--- config.mk ---
export PLATFORM = sky130hd
export DESIGN_NAME = adder_unit
export DESIGN_NICKNAME = d
export VERILOG_FILES = /design/src/rtl/adder_pkg.sv /design/src/rtl/adder_unit_fa_cell.sv /design/src/rtl/adder_unit.sv
export SDC_FILE = /design/constraint.sdc
export NUM_CORES = 1
export LEC_CHECK = 0
export CAP_MARGIN = 30
export CORE_MARGIN = 1.5
export CORE_UTILIZATION = 38
export DETAILED_ROUTE_END_ITERATION = 16
export PLACE_DENSITY = 0.77
export SYNTH_ARGS = -nofsm -noshare
export SYNTH_HDL_FRONTEND = slang
export SYNTH_SLANG_ARGS = --single-unit
--- constraint.sdc ---
create_clock -name clk -period 0.8 [get_ports clk]
set_input_delay 0.24 -clock clk [delete_from_list [all_inputs] [get_ports clk]]
set_output_delay 0.24 -clock clk [all_outputs]
set_load 0.005 [all_outputs]
--- src/rtl/adder_pkg.sv ---
// Shared types and defaults for the registered ripple-carry adder.
// Latency: n/a (declarations only).
// Backpressure: n/a.
package adder_pkg;

  localparam int ADDER_WIDTH_DEFAULT = 8;

  typedef enum logic {
    MODE_HALF = 1'b0,
    MODE_FULL = 1'b1
  } mode_e;

  // Carry fed into bit 0: half-add drops the incoming carry entirely
  function automatic logic effective_carry(input mode_e mode, input logic carry_in);
    return (mode == MODE_FULL) ? carry_in : 1'b0;
  endfunction

endpackage

--- src/rtl/adder_unit_fa_cell.sv ---
// One-bit full adder cell, the only building block of the carry chain.
// Latency: purely combinational.
// Backpressure: none.
module fa_cell (
  input  logic x,
  input  logic y,
  input  logic ci,
  output logic s,
  output logic co
);

  // Propagate term shared by the sum and the carry
  logic p;

  assign p  = x ^ y;
  assign s  = p ^ ci;
  assign co = (x & y) | (ci & p);

endmodule

--- src/rtl/adder_unit.sv ---
// Registered ripple-carry adder with half/full mode, signed overflow flag.
// Latency: 1 cycle from in_valid to out_valid, one operation per cycle.
// Backpressure: none; each valid input overwrites the held result.
module adder_unit
  import adder_pkg::*;
#(
  parameter int WIDTH = ADDER_WIDTH_DEFAULT
) (
  input  logic             clk,
  input  logic             rst_n,
  input  logic             in_valid,
  input  logic             mode,
  input  logic [WIDTH-1:0] a,
  input  logic [WIDTH-1:0] b,
  input  logic             carry_in,
  output logic             out_valid,
  output logic [WIDTH-1:0] sum,
  output logic             carry_out,
  output logic             overflow
);

  // c[i] is the carry into bit i; c[WIDTH] leaves the MSB
  logic [WIDTH:0]   c;
  logic [WIDTH-1:0] s_comb;
  logic             ovf_comb;

  assign c[0] = effective_carry(mode_e'(mode), carry_in);

  // Chain WIDTH full-adder cells; half-add comes purely from c[0] being 0
  for (genvar i = 0; i < WIDTH; i++) begin : g_chain
    fa_cell u_fa (
      .x  (a[i]),
      .y  (b[i]),
      .ci (c[i]),
      .s  (s_comb[i]),
      .co (c[i+1])
    );
  end

  // Signed overflow: carry into the MSB disagrees with carry out of it.
  // For WIDTH=1 the carry into the MSB is the effective carry-in itself.
  assign ovf_comb = c[WIDTH-1] ^ c[WIDTH];

  // Result registers: capture only on valid so idle X on a/b never lands here
  always_ff @(posedge clk or negedge rst_n) begin
    if (!rst_n) begin
      out_valid <= 1'b0;
      sum       <= '0;
      carry_out <= 1'b0;
      overflow  <= 1'b0;
    end else begin
      out_valid <= in_valid;
      if (in_valid) begin
        sum       <= s_comb;
        carry_out <= c[WIDTH];
        overflow  <= ovf_comb;
      end
    end
  end

endmodule

==> metrics.txt, run 1 <==
final worst path period need 3323 ps; Least-Margin Pin Slew 110.3 ps; Worst Setup Start Kind input port; status complete, but fails checks; critical path's largest stage delay 380 ps; HP Class input port to async pin; Max Clk Rate 300.9 MHz; Die X-Extent 43.29 µm; full die area 1874 µm²; total grt overflow 0; Die Ht 43.29 µm; global-route wire length before repair 2.104 mm; synthesis-to-finish area growth 74.85%; GPL Wtd Cong 0.7553; Mapped Avg Cell Area 14.69 µm²; CTS tree built; Switching Power 483.4 µW; max-slew violations 0; Max VDD drop 0.001244 V; Post-DRT Antenna Nets 0; GRT Total Usage 0.1584; final core occ 0.7159; Total Power 1856 µW; clk_lat worst skew 260 ps; # DRC 0; # setup viols final 21; synthesized area 616.8 µm²; initial DRC count 0; DP Wirelength 1.000 mm; share of cells above drive strength 1 0.5761; path depth of the worst reg2reg path 3; Final Skew 0 ps; FF+latch count, synth 11; Seq/Total Area, Yosys 0.4462; switching share of power 0.2604; diode count 0; synth unique cells 11; io pins 32; critical-path cell list buf_6 -> and2_4 -> fa_2 -> fa_2 -> fa_2 -> fa_2 -> fa_2 -> inv_2 -> fa_2 -> inv_2 -> fa_2 -> inv_2 -> fa_2 -> xnor2_2 -> mux2_4; worst path required time 950 ps; final worst-path cycle share 4.154; number of global-route vias before repair 519; Comb power frac 0.413; Cells after Synth 42; Nets 122; largest net degree at the start of global routing 12; vias 479; Yosys warnings 0; total clock sinks 11; Worst Slack Setup Final -2523 ps; crit path kind input port to register; CP Data Arrival Time 3470 ps; fill count 120; port bufs 31; R2R setup slack -190 ps; Core ar. 1506 µm²; CTS Hold Bufs 0; H-tree depth 1; WHS 303.9 ps; Vias/cell 4.435; initial antenna violation count 0; PD cells 1721 nW/µm²; syn_nets 71; CTS Buffer Depth 2; Worst path slowest cell fa_2; internal power 1373 µW; post-place instance area 1025 µm²; unrepaired setup endpoints after global routing yes; Pre-antenna DRT Iters 1; Seq pwr share 0.389; TritonCTS buffer count 3; clock network fraction of design power 0.198; slew margin rel. 0.9244; cell mode on critical path fa_2; final hold viol count 0; met2 routed WL 707 µm; drt wl/cell 12.20 µm; Routed Wire Length 1.318 mm; DR top layer met4; Leakage 0.0005263 µW; Root Driver clkbuf_4; M1 wire length 500 µm; fin area 1079 µm²; register area 275.3 µm²; TNS Setup -18320 ps; Initial Utilization 0.4095; Multi-input gate area 341.6 µm²; failing checks setup timing; Worst setup EP type register; WL met3 82 µm; Max-Cap Viols 0; FP Rows 14; Worst-path clk slew 70 ps; Crit Path Max Fanout 2
[metrics by stage]
step | std cells | worst slack, ps
6_report | 108 | -2523
3_5_place_dp | 95 | -3080
3_3_place_gp | 95 | -3021
2_1_floorplan | 42 | -2520
4_1_cts | 104 | -2662
5_1_grt | 108 | -2617
[repair_timing]
item,in CTS,in global routing
setup endpoints to repair,21,21
setup buffers,5,4
pin swaps,10,9
gates resized for setup,59,1
[state kept, by name (all words and copies together) (netlist names)]
register	flops
sum	8
overflow	1
out_valid	1
carry_out	1
[cell usage in the layout (no fill, tap or decap)]
master | synthesis | routed
fa_2 | 0 | 8
clkdlybuf4s15_1 | 0 | 1
dlygate4sd2_1 | 0 | 2
clkbuf_4 | 0 | 3
clkdlybuf4s50_1 | 0 | 15
inv_2 | 0 | 3
inv_1 | 8 | 5
mux2i_1 | 1 | 1
and2_4 | 0 | 1
buf_6 | 1 | 2
mux2_4 | 5 | 7
buf_12 | 0 | 1
clkbuf_1 | 0 | 1
a21oi_2 | 0 | 1
dfrtp_1 | 11 | 11
buf_2 | 0 | 12
a21oi_1 | 2 | 1
xnor2_2 | 0 | 1
buf_4 | 0 | 14
nor2_1 | 2 | 2
[cell type report]
cell class                 count  area share
tap                           16     0.01856
timing repair buffer          47      0.3573
inverter                       8     0.02784
multi-input combinational     22      0.3167
sequential                    11      0.2552
clock buffer                   4     0.02436
[worst max-delay path, delay by kind of cell]
kind,cells,cell delay (ps)
adders and majority gates,8,2500
buffers and inverters,4,250
and+or+nand+nor,1,150
muxes,1,250
xor gates and xnor gates,1,70
[synth_stat cells, drive strengths merged]
cell type	instances	area, µm²
xnor2	1	8.760
fa	8	160.2
mux2	7	97.59
dfrtp	11	275.3
buf	1	11.26
inv	8	30.03
mux2i	1	10.01
a21oi	2	10.01
and2	1	6.260
nor2	2	7.510
[power groups by stage]
| stage | Sequential, µW | Clock, µW | Combinational, µW |
|---|---|---|---|
| 4_1_cts | 725 | 379 | 702 |
| 6_report | 722 | 367 | 767 |
| 5_1_grt | 735 | 416 | 833 |
| 3_5_place_dp | 740 | 0 | 723 |
| 3_3_place_gp | 737 | 0 | 700 |
| 2_1_floorplan | 748 | 0 | 256 |
[worst paths after layout]
path | to | from
max | overflow | carry_in
min | sum[7] | rst_n
max reg2reg | sum[2] | sum[2]
min reg2reg | sum[3] | sum[3]
max in group asynchronous | sum[4] | rst_n
min in group clk | out_valid | in_valid
[per-layer routing]
| layer | track usage | vias up |
|---|---|---|
| li1 | - | 228 |
| met1 | 0.1811 | 229 |
| met3 | 0.03830 | 2 |
| met2 | 0.2567 | 20 |
| met5 | 0 | - |
| met4 | 0.1091 | 0 |
[cells by family (layout without fill, tap and decap cells)]
logic type               after synthesis  in the layout  share of synthesized area
flip-flops                            11             11                     0.4462
buffers and inverters                  9             59                    0.06694
adder cells (fa/ha/maj)                8              8                     0.2596
multiplexers                           8              8                     0.1744
AND/OR/NAND/NOR                        3              3                    0.02232
AO/OA/AOI/OAI                          2              2                    0.01623
XOR/XNOR                               1              1                    0.01420
No activity file was read; power rests on OpenSTA's default activity.
==> inputs of run 2 (changes only) <==
- CORE_MARGIN: 1.5 -> default
- GPL_TIMING_DRIVEN: default -> 1
==> metrics.txt, run 2 (synthesis gave the netlist of run 1 again) <==
GRT Total Usage 0.1859; Post-DRT Antenna Nets 0; R2R Path End sum[1]; cell mode on critical path fa_2; Multi-input gate area 334.1 µm²; Max-Cap Viols 0; Die X-Extent 42.29 µm; synthesis-to-finish area growth 75.25%; drt wl/cell 13.30 µm; TritonCTS buffer count 3; fin area 1081 µm²; Max VDD drop 0.0008243 V; H-tree depth 1; global-route wire length before repair 2.373 mm; Largest register FFs 8; # setup viols final 21; clk_lat worst skew 270 ps; Routed Wire Length 1.383 mm; R2R setup slack -200 ps; Least-Margin Pin Slew 125.9 ps; share of cells above drive strength 1 0.5682; post-place instance area 1015 µm²; Nets 118; initial antenna violation count 0; # DRC 0; number of global-route vias before repair 520; path depth of the worst reg2reg path 3; final hold viol count 0; Vias/cell 4.548; port bufs 31; Worst path slowest cell fa_2; GPL Wtd Cong 0.7850; FP Rows 14; CP Data Arrival Time 3410 ps; Initial Utilization 0.4095; HP Class input port to async pin; slew margin rel. 0.9137; initial DRC count 3; register area 275.3 µm²; Pre-antenna DRT Iters 3; worst path required time 950 ps; Total Power 1843 µW; CTS Buffer Depth 2; fill count 111; Worst-path clk slew 80 ps; DP Wirelength 1.041 mm; max-slew violations 0; unrepaired setup endpoints after global routing yes; TNS Setup -17820 ps; io pins 32; CTS Hold Bufs 0; failing checks setup timing; critical-path cell list buf_6 -> and2_4 -> fa_2 -> fa_2 -> fa_2 -> fa_2 -> fa_2 -> inv_2 -> fa_2 -> inv_2 -> fa_2 -> inv_2 -> fa_2 -> xnor2_1 -> mux2_4; final worst-path cycle share 4.076; Worst Setup Start Kind input port; WHS 292.0 ps; crit path kind input port to register; r2r startpoint sum[1]; CTS tree built; final worst path period need 3261 ps; largest net degree at the start of global routing 12; total clock sinks 11; leading cell type in the layout, fill and taps excluded clkdlybuf4s50_1; dpl ws -3074 ps; PD cells 1705 nW/µm²; status complete, but fails checks; Die Ht 42.29 µm; full die area 1788 µm²; Worst setup EP type register; total grt overflow 0; Crit Path Max Fanout 2; diode count 0; largest reg by FF count sum; Final Skew 0 ps; Worst Slack Setup Final -2461 ps; Root Driver clkbuf_4; Leakage 0.0005178 µW; vias 473; Max Clk Rate 306.7 MHz; Core ar. 1506 µm²; most frequent cells in the layout 15 x clkdlybuf4s50_1, 12 x buf_2, 11 x dfrtp_1; critical path's largest stage delay 350 ps
run 2: changes by cell type in the layout (fill, tap and decap cells not counted), sizes merged:
cell and delta:
buf -4, dlygate4sd2 -1, bufbuf +1
run 2: per-stage QoR:
step / instances / util
after floorplan: 42 / -
after global placement: 92 / 0.6736
after detailed placement: 92 / 0.6736
after CTS: 101 / 0.6968
after global routing: 104 / 0.7176
final: 104 / 0.7176
run 2: area by class of cell:
cell class / instances / share of cell area
clock buffer: 4 / 0.02431
multi-input combinational: 22 / 0.3090
sequential: 11 / 0.2546
inverter: 8 / 0.02778
tap: 16 / 0.01852
timing repair buffer: 43 / 0.3657
run 2: worst max-delay path by stage:
stage	start	end	slack (ps)	depth (start not counted)
floorplan	mode	overflow	-2520	14
global placement	mode	overflow	-3020	15
detailed placement	mode	overflow	-3070	15
CTS	carry_in	sum[7]	-2650	14
global route	carry_in	sum[7]	-2520	14
finish	carry_in	overflow	-2460	15
run 2: routing by layer:
layer	share of wire	global-route usage
met1	0.44	0.2290
met2	0.51	0.3108
met3	0.051	0.04741
met4	0	0.07500
met5	0	0
run 2: timing repair:
action | 4_1_cts | 5_1_grt
resized for setup | 59 | 5
endpoints found under the hold margin | 0 | 0
buffers inserted | 4 | 3
setup endpoints to repair | 21 | 21
cloned | 1 | 0
pin swaps | 9 | 9
run 2: report_power, final:
group	total, µW	internal (µW)	switching [µW]	leakage [µW]
Combinational	726	483	243	0.000375
Sequential	730	670	59.6	0.000127
Clock	387	192	195	0.0000150
Total	1840	1350	498	0.000518
run 2: worst max-delay path: cells and delay by family:
kind                       cells  cell delay, ps
xor gates and xnor gates       1              70
muxes                          1             250
buffers and inverters          4             260
adders and majority gates      8            2450
and+or+nand+nor                1             140
